==> src/rtl/forwarding_hazard_scoreboard.sv <==
// Purpose : ID-stage operand forwarding selects plus load-use / MUL-DIV hazard stall control.
// Latency : DATAxSEL and STALL are combinational (zero latency); scoreboard/counter update on CLK.
// Backpr. : STALL holds PC/IF/ID and bubbles EXE; one outstanding MUL/DIV op, extra issues flag LONG_ERR.
module forwarding_hazard_scoreboard #(
    parameter int AW         = 5,
    parameter int NUM_STAGES = 3,
    parameter int SELW       = 2,
    parameter int CNTW       = 16
) (
    input  logic                     CLK,
    input  logic                     RESET,
    input  logic [AW-1:0]            ID_ADDR1,
    input  logic [AW-1:0]            ID_ADDR2,
    input  logic                     ID_RS1_USED,
    input  logic                     ID_RS2_USED,
    input  logic [NUM_STAGES*AW-1:0] STG_ADDR,
    input  logic [NUM_STAGES-1:0]    STG_WREN,
    input  logic                     EXE_IS_LOAD,
    input  logic                     LONG_ISSUE,
    input  logic [AW-1:0]            LONG_ADDR,
    input  logic                     LONG_DONE,
    output logic [SELW-1:0]          DATA1SEL,
    output logic [SELW-1:0]          DATA2SEL,
    output logic                     STALL,
    output logic                     LONG_BUSY,
    output logic [AW-1:0]            LONG_PEND_ADDR,
    output logic                     LONG_ERR,
    output logic [CNTW-1:0]          STALL_CNT
);

    localparam logic [1:0] ST_IDLE    = 2'd0;
    localparam logic [1:0] ST_LDSTALL = 2'd1;
    localparam logic [1:0] ST_LWAIT   = 2'd2;

    logic [1:0]      state;
    logic [1:0]      state_nxt;
    logic            stall_int;

    logic            busy;
    logic            busy_nxt;
    logic [AW-1:0]   pend_addr;
    logic [AW-1:0]   pend_addr_nxt;
    logic            err;
    logic            err_nxt;
    logic [CNTW-1:0] stall_cnt;

    logic            src1_ok;
    logic            src2_ok;
    logic [SELW-1:0] sel1_raw;
    logic [SELW-1:0] sel2_raw;
    logic            hit1_s0;
    logic            hit2_s0;
    logic            load_haz;
    logic            long_haz;

    // x0 is hardwired zero and unused sources never need a value, so neither can match
    assign src1_ok = ID_RS1_USED && (ID_ADDR1 != '0);
    assign src2_ok = ID_RS2_USED && (ID_ADDR2 != '0);

    // Nearest-stage priority: scan far to near so the lowest matching index wins
    always_comb begin
        sel1_raw = '0;
        sel2_raw = '0;
        for (int i = NUM_STAGES - 1; i >= 0; i--) begin
            if (src1_ok && STG_WREN[i] && (STG_ADDR[i*AW +: AW] == ID_ADDR1)) begin
                sel1_raw = SELW'(i + 1);
            end
            if (src2_ok && STG_WREN[i] && (STG_ADDR[i*AW +: AW] == ID_ADDR2)) begin
                sel2_raw = SELW'(i + 1);
            end
        end
    end

    assign hit1_s0  = src1_ok && STG_WREN[0] && (STG_ADDR[AW-1:0] == ID_ADDR1);
    assign hit2_s0  = src2_ok && STG_WREN[0] && (STG_ADDR[AW-1:0] == ID_ADDR2);

    // A load in EXE has no data yet; a consumer right behind it must wait one cycle
    assign load_haz = EXE_IS_LOAD && (hit1_s0 || hit2_s0);

    // Outstanding MUL/DIV result is not in any forwarding stage until LONG_DONE
    assign long_haz = busy && ((src1_ok && (ID_ADDR1 == pend_addr)) ||
                               (src2_ok && (ID_ADDR2 == pend_addr)));

    // Hazard FSM: stall decode and next-state selection
    always_comb begin
        state_nxt = state;
        stall_int = 1'b0;
        case (state)
            ST_IDLE: begin
                stall_int = load_haz || long_haz;
                if (load_haz) begin
                    state_nxt = ST_LDSTALL;
                end else if (long_haz && !LONG_DONE) begin
                    // If the result lands this very cycle, MEM forwarding covers it next cycle
                    state_nxt = ST_LWAIT;
                end
            end
            ST_LDSTALL: begin
                // The bubble sits in EXE and the load is in MEM now; only a long op can still block
                stall_int = long_haz;
                state_nxt = ST_IDLE;
            end
            ST_LWAIT: begin
                stall_int = 1'b1;
                if (LONG_DONE) begin
                    state_nxt = ST_IDLE;
                end
            end
            default: begin
                state_nxt = ST_IDLE;
            end
        endcase
    end

    // FSM state register
    always_ff @(posedge CLK or negedge RESET) begin
        if (!RESET) begin
            state <= ST_IDLE;
        end else begin
            state <= state_nxt;
        end
    end

    // Scoreboard next state: a done retires the old op before a same-cycle issue claims the slot
    always_comb begin
        busy_nxt      = busy;
        pend_addr_nxt = pend_addr;
        err_nxt       = err;
        if (LONG_DONE && busy) begin
            busy_nxt      = 1'b0;
            pend_addr_nxt = '0;
        end
        if (LONG_ISSUE && (LONG_ADDR != '0)) begin
            if (!busy || LONG_DONE) begin
                busy_nxt      = 1'b1;
                pend_addr_nxt = LONG_ADDR;
            end else begin
                err_nxt = 1'b1;
            end
        end
    end

    // Scoreboard registers; the error flag is sticky until reset
    always_ff @(posedge CLK or negedge RESET) begin
        if (!RESET) begin
            busy      <= 1'b0;
            pend_addr <= '0;
            err       <= 1'b0;
        end else begin
            busy      <= busy_nxt;
            pend_addr <= pend_addr_nxt;
            err       <= err_nxt;
        end
    end

    // Saturating count of stall cycles
    always_ff @(posedge CLK or negedge RESET) begin
        if (!RESET) begin
            stall_cnt <= '0;
        end else if (stall_int && (stall_cnt != {CNTW{1'b1}})) begin
            stall_cnt <= stall_cnt + CNTW'(1);
        end
    end

    // While waiting on MUL/DIV the operands are refetched after the stall, so muxes park on the RF
    assign DATA1SEL       = (state == ST_LWAIT) ? '0 : sel1_raw;
    assign DATA2SEL       = (state == ST_LWAIT) ? '0 : sel2_raw;
    assign STALL          = RESET && stall_int;
    assign LONG_BUSY      = busy;
    assign LONG_PEND_ADDR = pend_addr;
    assign LONG_ERR       = err;
    assign STALL_CNT      = stall_cnt;

endmodule

==> config.mk <==
export PLATFORM = sky130hd
export DESIGN_NAME = forwarding_hazard_scoreboard
export DESIGN_NICKNAME = d
export VERILOG_FILES = /design/src/rtl/forwarding_hazard_scoreboard.sv
export SDC_FILE = /design/constraint.sdc
export NUM_CORES = 1
export LEC_CHECK = 0
export BUFFER_PORTS_ARGS = -buffer_cell sky130_fd_sc_hd__clkbuf_2
export CORE_MARGIN = 3
export CORE_UTILIZATION = 50
export DETAILED_ROUTE_END_ITERATION = 16
export GPL_ROUTABILITY_DRIVEN = 0
export HOLD_SLACK_MARGIN = 0.12
export PLACE_DENSITY_LB_ADDON = 0.08
export RECOVER_POWER = 100
export SYNTH_ARGS = -nofsm -noshare
export SYNTH_HDL_FRONTEND = slang
export SYNTH_SLANG_ARGS = --single-unit
==> constraint.sdc <==
create_clock -name CLK -period 2.6 [get_ports CLK]
set_clock_uncertainty 0.05 [all_clocks]
set_input_delay 0.13 -clock CLK [delete_from_list [all_inputs] [get_ports CLK]]
set_output_delay 0.13 -clock CLK [all_outputs]
set_load 0.02 [all_outputs]
==> out/metrics.yaml <==
status: "finished, final reports clean"
fp.dieW_um: 66.9
gr-usage-all-layers_pct: 22.3
grt-ovfl-total: 0
p_sw_uw: 575
clkTransAtPathRegs_ns: 0.08
wl_met3_um: 266
final_util_pct: 65.4
drtIter0Drc: 118
via_per_inst: 5.62
post_cts_buffers: 0
critPathLaunchType: "flop"
critical_path_class: "reg -> reg"
worst_pin_slew_ns: 0.683
synth_seq_cells: 25
drcViolationCount: 0
core_mm2: 0.00344
rsz0062_at_grt: "no"
clockPowerShare_pct: 16.5
synth_top_area_share_pct: 33.8
highest_layer: "met4"
drv_cap: 0
max_freq_mhz: 413
slew_headroom_pct: 54.0
p_leak_nw: 0.895
power_density_mw_per_mm2: 609
dieArea_mm2: 0.00447
reg2reg_from: "LONG_PEND_ADDR[1]$_DFF_PN0_"
maxSlewViolCount: 0
slowest_delay_ns: 0.57
vias: 1719
num_io_pins: 68
dp_slack_ns: 0.256
clock-root-buffer: "clkbuf_8"
grt_max_degree: 27
finalHoldViolations: 0
r2r_cells: 6
critPathMostFrequentCell: "xor2_1"
ant_nets: 0
nets: 302
synth_edf_count: 0
power_mw: 1.37
peakVddDrop_uv: 384
start_util_pct: 53.8
combPwrFrac_pct: 40.5
p_sw_share_pct: 41.9
nFillCells: 318
dr.pass1.iters: 4
io_buffers: 67
whs_ns: 0.131
p_int_uw: 798
antenna_cells: 0
numCtsBuffers: 3
grt_pass1_vias: 1703
avgSynthCellArea_um2: 9.55
hold_start: "LONG_ADDR[1]"
ctsHtreeMaxLevel: 1
synth_cells: 194
wl_met1_um: 2110
end_kind: "flop"
min_period_ns: 2.42
synthArstFlopShare_pct: 100
tritoncts: "yes"
wl_per_cell_um: 15.1
area_delta_synth_final_pct: 21.6
crit_fanout: 16
setup_ws_ns: 0.178
cts_sinks: 25
grt_pass1_wl_um: 7690
worstSkewPairLatency_ns: 0.26
wl_um: 4610
holdPathEnd: "LONG_PEND_ADDR[1]$_DFF_PN0_"
cp.required_ns: 2.67
met2_length_um: 2190
yosys.cell_types.count: 39
synth-seq-area-share_pct: 33.8
hpwl_um: 3530
cp_slowest_cell: "a2111oi_0"
min_path_cells: 3
reg2reg_setup_slack_ns: 0.18
setup_viol: 0
num_rows: 21
fin_tns_setup_ns: 0
die_h_um: 66.9
period_share_pct: 93.1
post-synth-top-area-cell: "dfrtp_1"
synth_area_mm2: 0.00185
synth.net_count: 235
synth_top_cells_by_area: "dfrtp_1 34%, xor2_1 21%, xnor2_1 4.7%"
synthFlopType: "dfrtp_1"
grt_antenna_before_repair: 0
cts_buffer_depth: 2
synth-warning-count: 0
hold_path.class: "in -> reg"
critical_path_arrival_ns: 2.49
r2r_end: "STALL_CNT[7]$_DFFE_PN0P_"
cp_cell_sequence: "xor2_1 > nor4_1 > nand4_1 > a31o_2 > a2111oi_0 > xor2_1"
layout-drive-gt1-share_pct: 18.8
seqPwrFrac_pct: 43.0
-- cell usage after synthesis (2+ instances only) --
cell	instances
a2111oi_0	5
a211oi_1	6
a21oi_1	4
a22oi_1	5
a32oi_1	5
and4_1	2
and4_4	2
buf_2	4
buf_6	2
clkbuf_1	8
dfrtp_1	25
inv_1	3
nand2_1	8
nand2b_1	2
nand3_1	6
nand4_1	8
nor2_1	3
nor2b_1	3
nor3_1	3
nor4_1	8
o21a_1	2
o21ai_0	6
or2_2	2
or4_1	4
xnor2_1	10
xor2_1	45
-- state kept, by name (all words and copies together) (netlist names) --
register        flops
LONG_BUSY           1
LONG_ERR            1
LONG_PEND_ADDR      5
STALL_CNT          16
state               2
-- power by group through the flow --
stage	registers [mW]	logic [mW]	clock network (mW)
6_report	0.591	0.556	0.226
2_1_floorplan	0.686	0.283	0
3_5_place_dp	0.600	0.580	0
4_1_cts	0.593	0.591	0.232
5_1_grt	0.609	0.625	0.246
3_3_place_gp	0.597	0.573	0
-- cell type report --
class / count / area [um2] / share of cell area [%]
multi-input combinational: 152 / 1130 / 50.3
sequential: 25 / 626 / 27.8
timing repair buffer: 76 / 380 / 16.9
tap: 46 / 57.6 / 2.56
clock buffer: 4 / 45.0 / 2.00
inverter: 3 / 11.3 / 0.500
-- layer usage --
layer,track usage [%],up-vias
li1,-,842
met1,30.8,816
met2,36.8,55
met3,3.88,6
met4,3.80,0
met5,0,-
-- layout by cell type, fill, tap and decap left out, types with 2 or more instances in the layout --
cell type,Yosys,final
xor2_1,45,45
clkbuf_2,0,37
clkbuf_1,8,31
dfrtp_1,25,25
xnor2_1,10,10
nor4_1,8,8
nand4_1,8,8
nand2_1,8,8
o21ai_0,6,7
a211oi_1,6,6
nand3_1,6,6
dlygate4sd3_1,0,6
a22oi_1,5,5
a32oi_1,5,5
a21oi_1,4,5
a2111oi_0,5,5
or4_1,4,4
nor2b_1,3,3
inv_1,3,3
nor2_1,3,3
and4_1,2,3
nor3_1,3,3
clkbuf_8,0,3
buf_4,0,3
o21a_1,2,2
nand2b_1,2,2
or2_2,2,2
-- kinds of logic (layout without fill, tap and decap cells) --
group	Yosys count	after routing	synth area share (%)
XOR/XNOR	55	55	26.0
AND/OR/NAND/NOR	53	53	17.0
AO/OA/AOI/OAI	42	42	17.2
flip-flops	25	25	33.8
buffers and inverters	17	83	4.53
adder cells (fa/ha/maj)	1	1	0.676
multiplexers	1	1	0.811
-- worst max-delay path by stage --
stage                                start                   endpoint  slack (ns)  cells past startpoint
2_1_floorplan  LONG_PEND_ADDR[2]$_DFF_PN0_                      STALL        0.38                      6
3_3_place_gp   LONG_PEND_ADDR[1]$_DFF_PN0_  STALL_CNT[11]$_DFFE_PN0P_        0.31                      6
3_5_place_dp   LONG_PEND_ADDR[1]$_DFF_PN0_   STALL_CNT[8]$_DFFE_PN0P_        0.26                      6
4_1_cts        LONG_PEND_ADDR[1]$_DFF_PN0_   STALL_CNT[7]$_DFFE_PN0P_        0.19                      6
5_1_grt        LONG_PEND_ADDR[1]$_DFF_PN0_  STALL_CNT[11]$_DFFE_PN0P_        0.03                      6
6_report       LONG_PEND_ADDR[1]$_DFF_PN0_   STALL_CNT[7]$_DFFE_PN0P_        0.18                      6
-- worst max-delay path, delay by kind of cell (launching register included) --
family / cells / cell delay, ns
compound gates: 2 / 0.96
simple gates: 2 / 0.52
xor+xnor: 2 / 0.30
flops: 1 / 0.45
-- per-stage QoR --
| stage | cell area [um2] | std cells |
|---|---|---|
| floorplan | 1850 | 194 |
| global placement | 2190 | 296 |
| detailed placement | 2190 | 296 |
| CTS | 2300 | 306 |
| global route | 2250 | 306 |
| finish | 2250 | 306 |
-- timing repair --
| action | CTS | global route |
|---|---|---|
| resized for setup | 0 | 1 |
| hold buffers | 6 | 0 |
| hold endpoints to repair | 30 | 0 |
| setup endpoints to repair | 0 | 1 |
No activity file was read; power rests on OpenSTA's default activity.
